==> src/rtl/bubble_sort_if.sv <==
// bubble_sort_if: valid/ready load and drain streams of the bubble sort sequencer
interface bubble_sort_if #(parameter int W = 4);
  logic         in_valid;
  logic         in_ready;
  logic [W-1:0] in_data;
  logic         out_valid;
  logic         out_ready;
  logic         out_last;
  logic [W-1:0] out_data;
  modport master (output in_valid, in_data, out_ready, input in_ready, out_valid, out_data, out_last);
  modport slave  (input in_valid, in_data, out_ready, output in_ready, out_valid, out_data, out_last);
endinterface

==> src/rtl/bubble_sort_ctrl.sv <==
// bubble_sort_ctrl: loads N values, bubble-sorts them one compare per cycle, streams them out ascending
module bubble_sort_ctrl #(
  parameter int N     = 8,
  parameter int W     = 4,
  parameter int CNT_W = 6
) (
  input  logic             clk,
  input  logic             rst,
  bubble_sort_if.slave     bus,
  output logic             busy,
  output logic             done,
  output logic [CNT_W-1:0] swap_cnt
);
  localparam int IW = $clog2(N);
  localparam logic [IW-1:0] LAST_J = IW'(N - 2);
  localparam logic [IW-1:0] LAST_I = IW'(N - 1);
  typedef enum logic [1:0] {LOAD, SORT, DRAIN} state_t;
  state_t        state;
  logic [W-1:0]  mem [N];
  logic [IW-1:0] wr_idx, rd_idx, j, pass;
  logic          swapped;
  logic [IW-1:0] j1, lim;
  logic [W-1:0]  a, b;
  logic          gt;
  // compare pair at j/j+1; the pass shrinks by one element each time since the tail is already final
  always_comb begin
    j1  = j + 1'b1;
    lim = LAST_J - pass;
    a   = mem[j];
    b   = mem[j1];
    gt  = a > b;
  end
  assign bus.in_ready  = state == LOAD;
  assign bus.out_valid = state == DRAIN;
  assign bus.out_data  = mem[rd_idx];
  assign bus.out_last  = state == DRAIN && rd_idx == LAST_I;
  assign busy          = state != LOAD;
  // sequencer: load, sort passes with early exit, drain
  always_ff @(posedge clk or posedge rst) begin
    if (rst) begin
      state    <= LOAD;
      wr_idx   <= '0;
      rd_idx   <= '0;
      j        <= '0;
      pass     <= '0;
      swapped  <= 1'b0;
      swap_cnt <= '0;
      done     <= 1'b0;
      for (int i = 0; i < N; i++) mem[i] <= '0;
    end else begin
      done <= 1'b0;
      case (state)
        LOAD: if (bus.in_valid) begin
          mem[wr_idx] <= bus.in_data;
          if (wr_idx == LAST_I) begin
            wr_idx   <= '0;
            swap_cnt <= '0;
            j        <= '0;
            pass     <= '0;
            swapped  <= 1'b0;
            state    <= SORT;
          end else wr_idx <= wr_idx + 1'b1;
        end
        SORT: begin
          if (gt) begin
            mem[j]   <= b;
            mem[j1]  <= a;
            swap_cnt <= swap_cnt + 1'b1;
          end
          if (j != lim) begin
            j       <= j1;
            swapped <= swapped | gt;
          end else if (!(swapped | gt) || pass == LAST_J) begin
            rd_idx <= '0;
            state  <= DRAIN;
          end else begin
            pass    <= pass + 1'b1;
            j       <= '0;
            swapped <= 1'b0;
          end
        end
        DRAIN: if (bus.out_ready) begin
          if (rd_idx == LAST_I) begin
            rd_idx <= '0;
            pass   <= '0;
            j      <= '0;
            done   <= 1'b1;
            state  <= LOAD;
          end else rd_idx <= rd_idx + 1'b1;
        end
        default: state <= LOAD;
      endcase
    end
  end
endmodule
==> src/flat_wrapper.sv <==
// flat-port wrapper written by rule: the top's interface ports become plain ports
module bubble_sort_ctrl_flat 
#(
  parameter int N     = 8,
  parameter int W     = 4,
  parameter int CNT_W = 6
)
  (clk, rst, busy, done, swap_cnt, bus_in_valid, bus_in_data, bus_out_ready, bus_in_ready, bus_out_valid, bus_out_data, bus_out_last);
  bubble_sort_if #(.W(W)) bus_i ();
  input  logic clk;
  input  logic rst;
  output logic busy;
  output logic done;
  output logic [CNT_W-1:0] swap_cnt;
  input wire logic [$bits(bus_i.in_valid)-1:0] bus_in_valid;
  input wire logic [$bits(bus_i.in_data)-1:0] bus_in_data;
  input wire logic [$bits(bus_i.out_ready)-1:0] bus_out_ready;
  output wire logic [$bits(bus_i.in_ready)-1:0] bus_in_ready;
  output wire logic [$bits(bus_i.out_valid)-1:0] bus_out_valid;
  output wire logic [$bits(bus_i.out_data)-1:0] bus_out_data;
  output wire logic [$bits(bus_i.out_last)-1:0] bus_out_last;
  assign bus_i.in_valid = bus_in_valid;
  assign bus_i.in_data = bus_in_data;
  assign bus_i.out_ready = bus_out_ready;
  assign bus_in_ready = bus_i.in_ready;
  assign bus_out_valid = bus_i.out_valid;
  assign bus_out_data = bus_i.out_data;
  assign bus_out_last = bus_i.out_last;
  bubble_sort_ctrl #(.N(N), .W(W), .CNT_W(CNT_W)) u_core (.clk(clk), .rst(rst), .bus(bus_i), .busy(busy), .done(done), .swap_cnt(swap_cnt));
endmodule
==> config.mk <==
export PLATFORM = sky130hd
export DESIGN_NAME = bubble_sort_ctrl_flat
export DESIGN_NICKNAME = d
export VERILOG_FILES = /design/src/rtl/bubble_sort_if.sv /design/src/rtl/bubble_sort_ctrl.sv /design/src/flat_wrapper.sv
export SDC_FILE = /design/constraint.sdc
export NUM_CORES = 1
export LEC_CHECK = 0
export ABC_CLOCK_PERIOD_IN_PS = 4870
export CORE_MARGIN = 1.5
export CORE_UTILIZATION = 40
export CTS_CLUSTER_DIAMETER = 100
export DETAILED_ROUTE_END_ITERATION = 10
export DONT_BUFFER_PORTS = 1
export HOLD_SLACK_MARGIN = 0.06
export PLACE_DENSITY_LB_ADDON = 0.05
export SLEW_MARGIN = 20
export SYNTH_ARGS = -nofsm -noshare
export SYNTH_HDL_FRONTEND = slang
export SYNTH_SLANG_ARGS = --single-unit
==> constraint.sdc <==
create_clock -name clk -period 4.87 [get_ports clk]
set_input_delay 0.974 -clock clk [delete_from_list [all_inputs] [get_ports clk]]
set_output_delay 0.974 -clock clk [all_outputs]
set_load 0.01 [all_outputs]
Word-level counts from Yosys, hierarchy flattened. Cells that the tools add are included.

$add $sub $neg: 6. Order comparisons: 8. Equal/unequal tests: 15. Mux-type cells: 56. Bitwise gates (word level): 5. Reductions and logical operators: 19.

Operators with widths (number): bitwise mux 32 bit (3); 2-to-1 mux 32 bit (2); one-hot mux 32 bit (2 select lines) (1); 2-to-1 mux 3 bit (13); binary-select mux 4 bit (select 3 bit) (3); demux 4 bit (select 3 bit) (3); 2-to-1 mux 4 bit (9); 2-to-1 mux 6 bit (3); one-hot mux 3 bit (3 select lines) (2); >= comparator 4 bit (second input constant) (4); inverter 3 -> 4 bit (4); adder 3 x 1 -> 3 bit (second input constant) (4); < comparator 4 x 1 -> 1 bit (second input constant) (3); 2-to-1 mux 2 bit (6); one-hot mux 6 bit (2 select lines) (1); AND reduction 4 bit (3); AND reduction 6 bit (2); == test 3 bit (second input constant) (3); inequality test 2 x 1 -> 1 bit (second input constant) (4); inequality test 2 bit (second input constant) (4); 2-to-1 mux 1 bit (7); AND reduction 7 bit (1); adder 6 x 1 -> 6 bit (second input constant) (1); one-hot mux 2 bit (3 select lines) (1); 17 further kinds (22).

Register bits: 54. Output and inout port bits: 15. Word-level logic and storage cells: 125.

Logic depth before layout (Yosys ltp). Gate-level depths: netlist of the first run.

Word-level depth: 12. Depth in mapped cells: 15. Depth with buffers taken out: 12.

Least setup slack after synthesis of the first run. OpenSTA, ideal clock, no wires.

Path type: register to register. Start point: register u_core.j[0]. End point: register u_core.mem[20] in the netlist's numbering. Library setup time: 125 ps. Arrival time: 3466 ps. Setup slack: 1279 ps. Stages on the path, launching flop included: 14. Buffers on the path: 1. Clock period less this slack: 3591 ps. Cells stage by stage: dfrtp_1 ha_1 buf_4 xnor2_4 mux2_2 o211ai_1 inv_1 ha_1 nor2b_1 o211ai_1 a211oi_1 a21oi_1 nor2_1 mux2_2.

Longest elaborated chain between the ends: 9.

RTL lines: from (decl) (line bubble_sort_ctrl.sv:20) `logic [IW-1:0] wr_idx, rd_idx, j, pass;`; from (signal assigned) (line bubble_sort_ctrl.sv:71) `j <= j1;`; branches (longest 9 deep; another with > comparator 4 bit); to (signal, indexed assignment) (line bubble_sort_ctrl.sv:54) `mem[wr_idx] <= bus.in_data;`; to (decl) (line bubble_sort_ctrl.sv:19) `logic [W-1:0] mem [N];`.

Parallel ways; which one is timed is not known. The select of a mux whose other input is x is not followed. A chain may end at the register's enable or synchronous reset.

Worst setup path in the final report of the first run.
Start point: register u_core.j[0]. End point: register u_core.mem[29] in the netlist's numbering.

Same word-level chain as after synthesis.

==> results of run 1 <==
## Yosys cell counts, types with 10 or more instances
| cell | n | share of area |
|---|---|---|
| a21oi_1 | 16 | 0.019 |
| nor3_1 | 13 | 0.015 |
| nand2_1 | 60 | 0.052 |
| dfrtp_1 | 54 | 0.31 |
| ha_1 | 13 | 0.038 |
| mux2_2 | 37 | 0.097 |
| o21ai_0 | 16 | 0.019 |
| inv_1 | 16 | 0.014 |
| nand3_1 | 20 | 0.023 |
| buf_2 | 10 | 0.012 |
| o221ai_1 | 26 | 0.053 |
| mux4_2 | 11 | 0.057 |
| mux2i_1 | 16 | 0.037 |
| nor2_1 | 30 | 0.026 |
## metrics by stage
stage	area [µm²]	instances	total power, mW	worst slack [ns]
4_1_cts	4520	586	3.25	0.563
3_5_place_dp	4430	578	2.96	0.591
6_report	4520	586	3.27	0.516
5_1_grt	4520	586	3.50	0.311
2_1_floorplan	4320	458	2.36	1.28
3_3_place_gp	4430	578	2.97	0.668
## worst min-delay path: cells and delay by family, from the launching register on
| family | cells | cell delay [ns] |
|---|---|---|
| flops | 1 | 0.42 |
| simple gates | 1 | 0.06 |
| compound gates | 1 | 0.06 |
## area by class of cell
type	count	area [µm²]
tap	136	170
sequential	54	1350
clock inverter	3	25.0
clock buffer	5	68.8
multi-input combinational	362	2780
inverter	18	67.6
timing repair buffer	8	60.1
fill	1068	5890
## registers in the layout, indices dropped and copies added (netlist names)
register / cells
u_core.swapped: 1
u_core.state: 2
u_core.pass: 3
u_core.rd_idx: 3
u_core.j: 3
u_core.swap_cnt: 6
u_core.mem: 32
u_core.wr_idx: 3
u_core.done: 1
## power by group
| part | switching [mW] | internal (mW) | leakage [nW] |
|---|---|---|---|
| sequential | 0.263 | 0.607 | 0.726 |
| clock | 0.170 | 0.104 | 0.0447 |
| combinational | 1.33 | 0.804 | 1.08 |
| total | 1.76 | 1.52 | 1.85 |
## cells by family after synthesis
logic type / count (synthesis)
AO/OA/AOI/OAI: 106
XOR/XNOR: 8
adder cells (fa/ha/maj): 13
buffers and inverters: 42
flip-flops: 54
multiplexers: 76
AND/OR/NAND/NOR: 159
## path summary, 6_finish.rpt
kind,startpoint,endpoint,cells past startpoint
worst max-delay path,u_core.j[0],u_core.mem[29],13
worst min-delay path,u_core.pass[1],u_core.pass[1],2
worst max register to register,u_core.j[0],u_core.mem[29],13
worst min register to register,u_core.pass[1],u_core.pass[1],2
max in group asynchronous,rst,u_core.mem[17],2
min in group asynchronous,rst,u_core.swap_cnt[4],2
## layer usage
layer | vias to the layer above | global-route usage | wire (µm)
li1 | 1720 | - | -
met1 | 1906 | 0.355 | 6220
met2 | 170 | 0.405 | 6470
met3 | 34 | 0.0535 | 1020
met4 | 0 | 0.0943 | 446
met5 | - | 0 | 0
==> impl_metrics.toml, run 1 <==
[run_status]
outcome = "complete, no violations"

[route]
routed_wl_um = 14200
firstDrtPassIters = 5
wl_per_cell_um = 24.2
drtAntennaViolNets = 0
remaining_drc_errors = 0
vias_per_cell = 6.54
drt_iter0_markers = 409
via_count = 3830

[place]
io_buffers = 0
gp_congestion = 0.970
dpl.hpwl_um = 10300

[timing]
maxSlewHeadroom = 0.304
fin_skew_ns = 0.0115
maxSlewViolCount = 0
tightest_slew_ns = 1.03
setup_viol = 0
tns_ns = 0
rsz0062_at_grt = "false"
finalCritPeriodShare = 0.894
clock.fmax_mhz = 230
min_period_ns = 4.35
holdWs_ns = 0.570
hold_viol_final = 0

[cts]
cts_max_level = 2
path_clk_slew_ns = 0.12
hold_buffers = 0
clk_path_buf_depth = 2
cts_tree = "done"
cts_setup_buffers = 0
insertion_delay_ns = 0.33
root_buffer = "clkbuf_8"
cts_buffers = 5
cts_resized = 0
cts_sinks = 54

[layout]
final_cell_mix = "nand2_1, dfrtp_1, mux2_2"
syn_to_final_growth_pct = 4.78
layout_commonest_cell = "nand2_1"
drive_gt1_frac = 0.171
utilization = 0.434
antennaDiodeCount = 0
num-nets-final = 470

[min_path]
min_path_type = "reg -> reg"

[global_route]
track_usage = 0.259
grt_max_degree = 55
gr-total-overflow = 0
grt_pass1_vias = 3817
antenna_found_initial = 0
grt_pass1_wl_um = 22200

[critical_path]
crit_fanout = 8
path_delay_family = "compound AO/OA/AOI/OAI gates"
cp-start-kind = "register"
worstPathArrival_ns = 4.57
end_kind = "register"
crit_chain = "ha_1 -> xnor2_4 -> mux2_2 -> o211ai_1 -> inv_1 -> ha_1 -> nor2b_1 -> o211ai_1 -> a211oi_1 -> buf_4 -> a21o_1 -> o21ai_1 -> mux2_2"
crit_type = "reg -> reg"
required_ns = 5.08
rrSetupSlack_ns = 0.52
crit_buf_inv = 2
slowest_delay_ns = 0.52
crit_slowest_cell = "o211ai_1"

[yosys]
synth_cells = 458
ys.flop_type = "dfrtp_1"
syn_avg_cell_area_um2 = 9.42
ys_seq_area_frac = 0.313
syn-cell-area_mm2 = 0.00432
ys_seq_elements = 54
synthesis.nets = 479
synthMuxAreaShare = 0.228
synthArstFlopShare = 1.00
synth_compound_area_frac = 0.178
synth-xor-area-share = 0.0258
synth_top_family_by_area = "multiplexers"
synth_fa_ha_area_frac = 0.0377
yosysWarnings = 0
synth_edf_count = 0
synth_cell_types = 65
yosys.area_share.simple = 0.175

[floorplan]
die-height_um = 107
io_pins = 23
dieArea_mm2 = 0.0114
core_area_mm2 = 0.0104
start_util = 0.414
num_rows = 37
die_x_um = 107

[pwr]
vdd_drop_max_mv = 0.341
power_leakage_nw = 1.85
p_per_area_mw_per_mm2 = 724

[run]
cap_violations = 0
Note: power is estimated with default switching activity, not from simulation.
==> run 2: changes to the inputs <==
--- a/config.mk
+++ b/config.mk
@@ -8,7 +8,7 @@
 export ABC_CLOCK_PERIOD_IN_PS = 4870
 export CORE_MARGIN = 1.5
 export CORE_UTILIZATION = 40
-export CTS_CLUSTER_DIAMETER = 100
+export CTS_CLUSTER_DIAMETER = 40
 export DETAILED_ROUTE_END_ITERATION = 10
 export DONT_BUFFER_PORTS = 1
 export HOLD_SLACK_MARGIN = 0.06
==> results of run 2 <==
No change in the layout: final DEF, timing and power equal those of run 1.
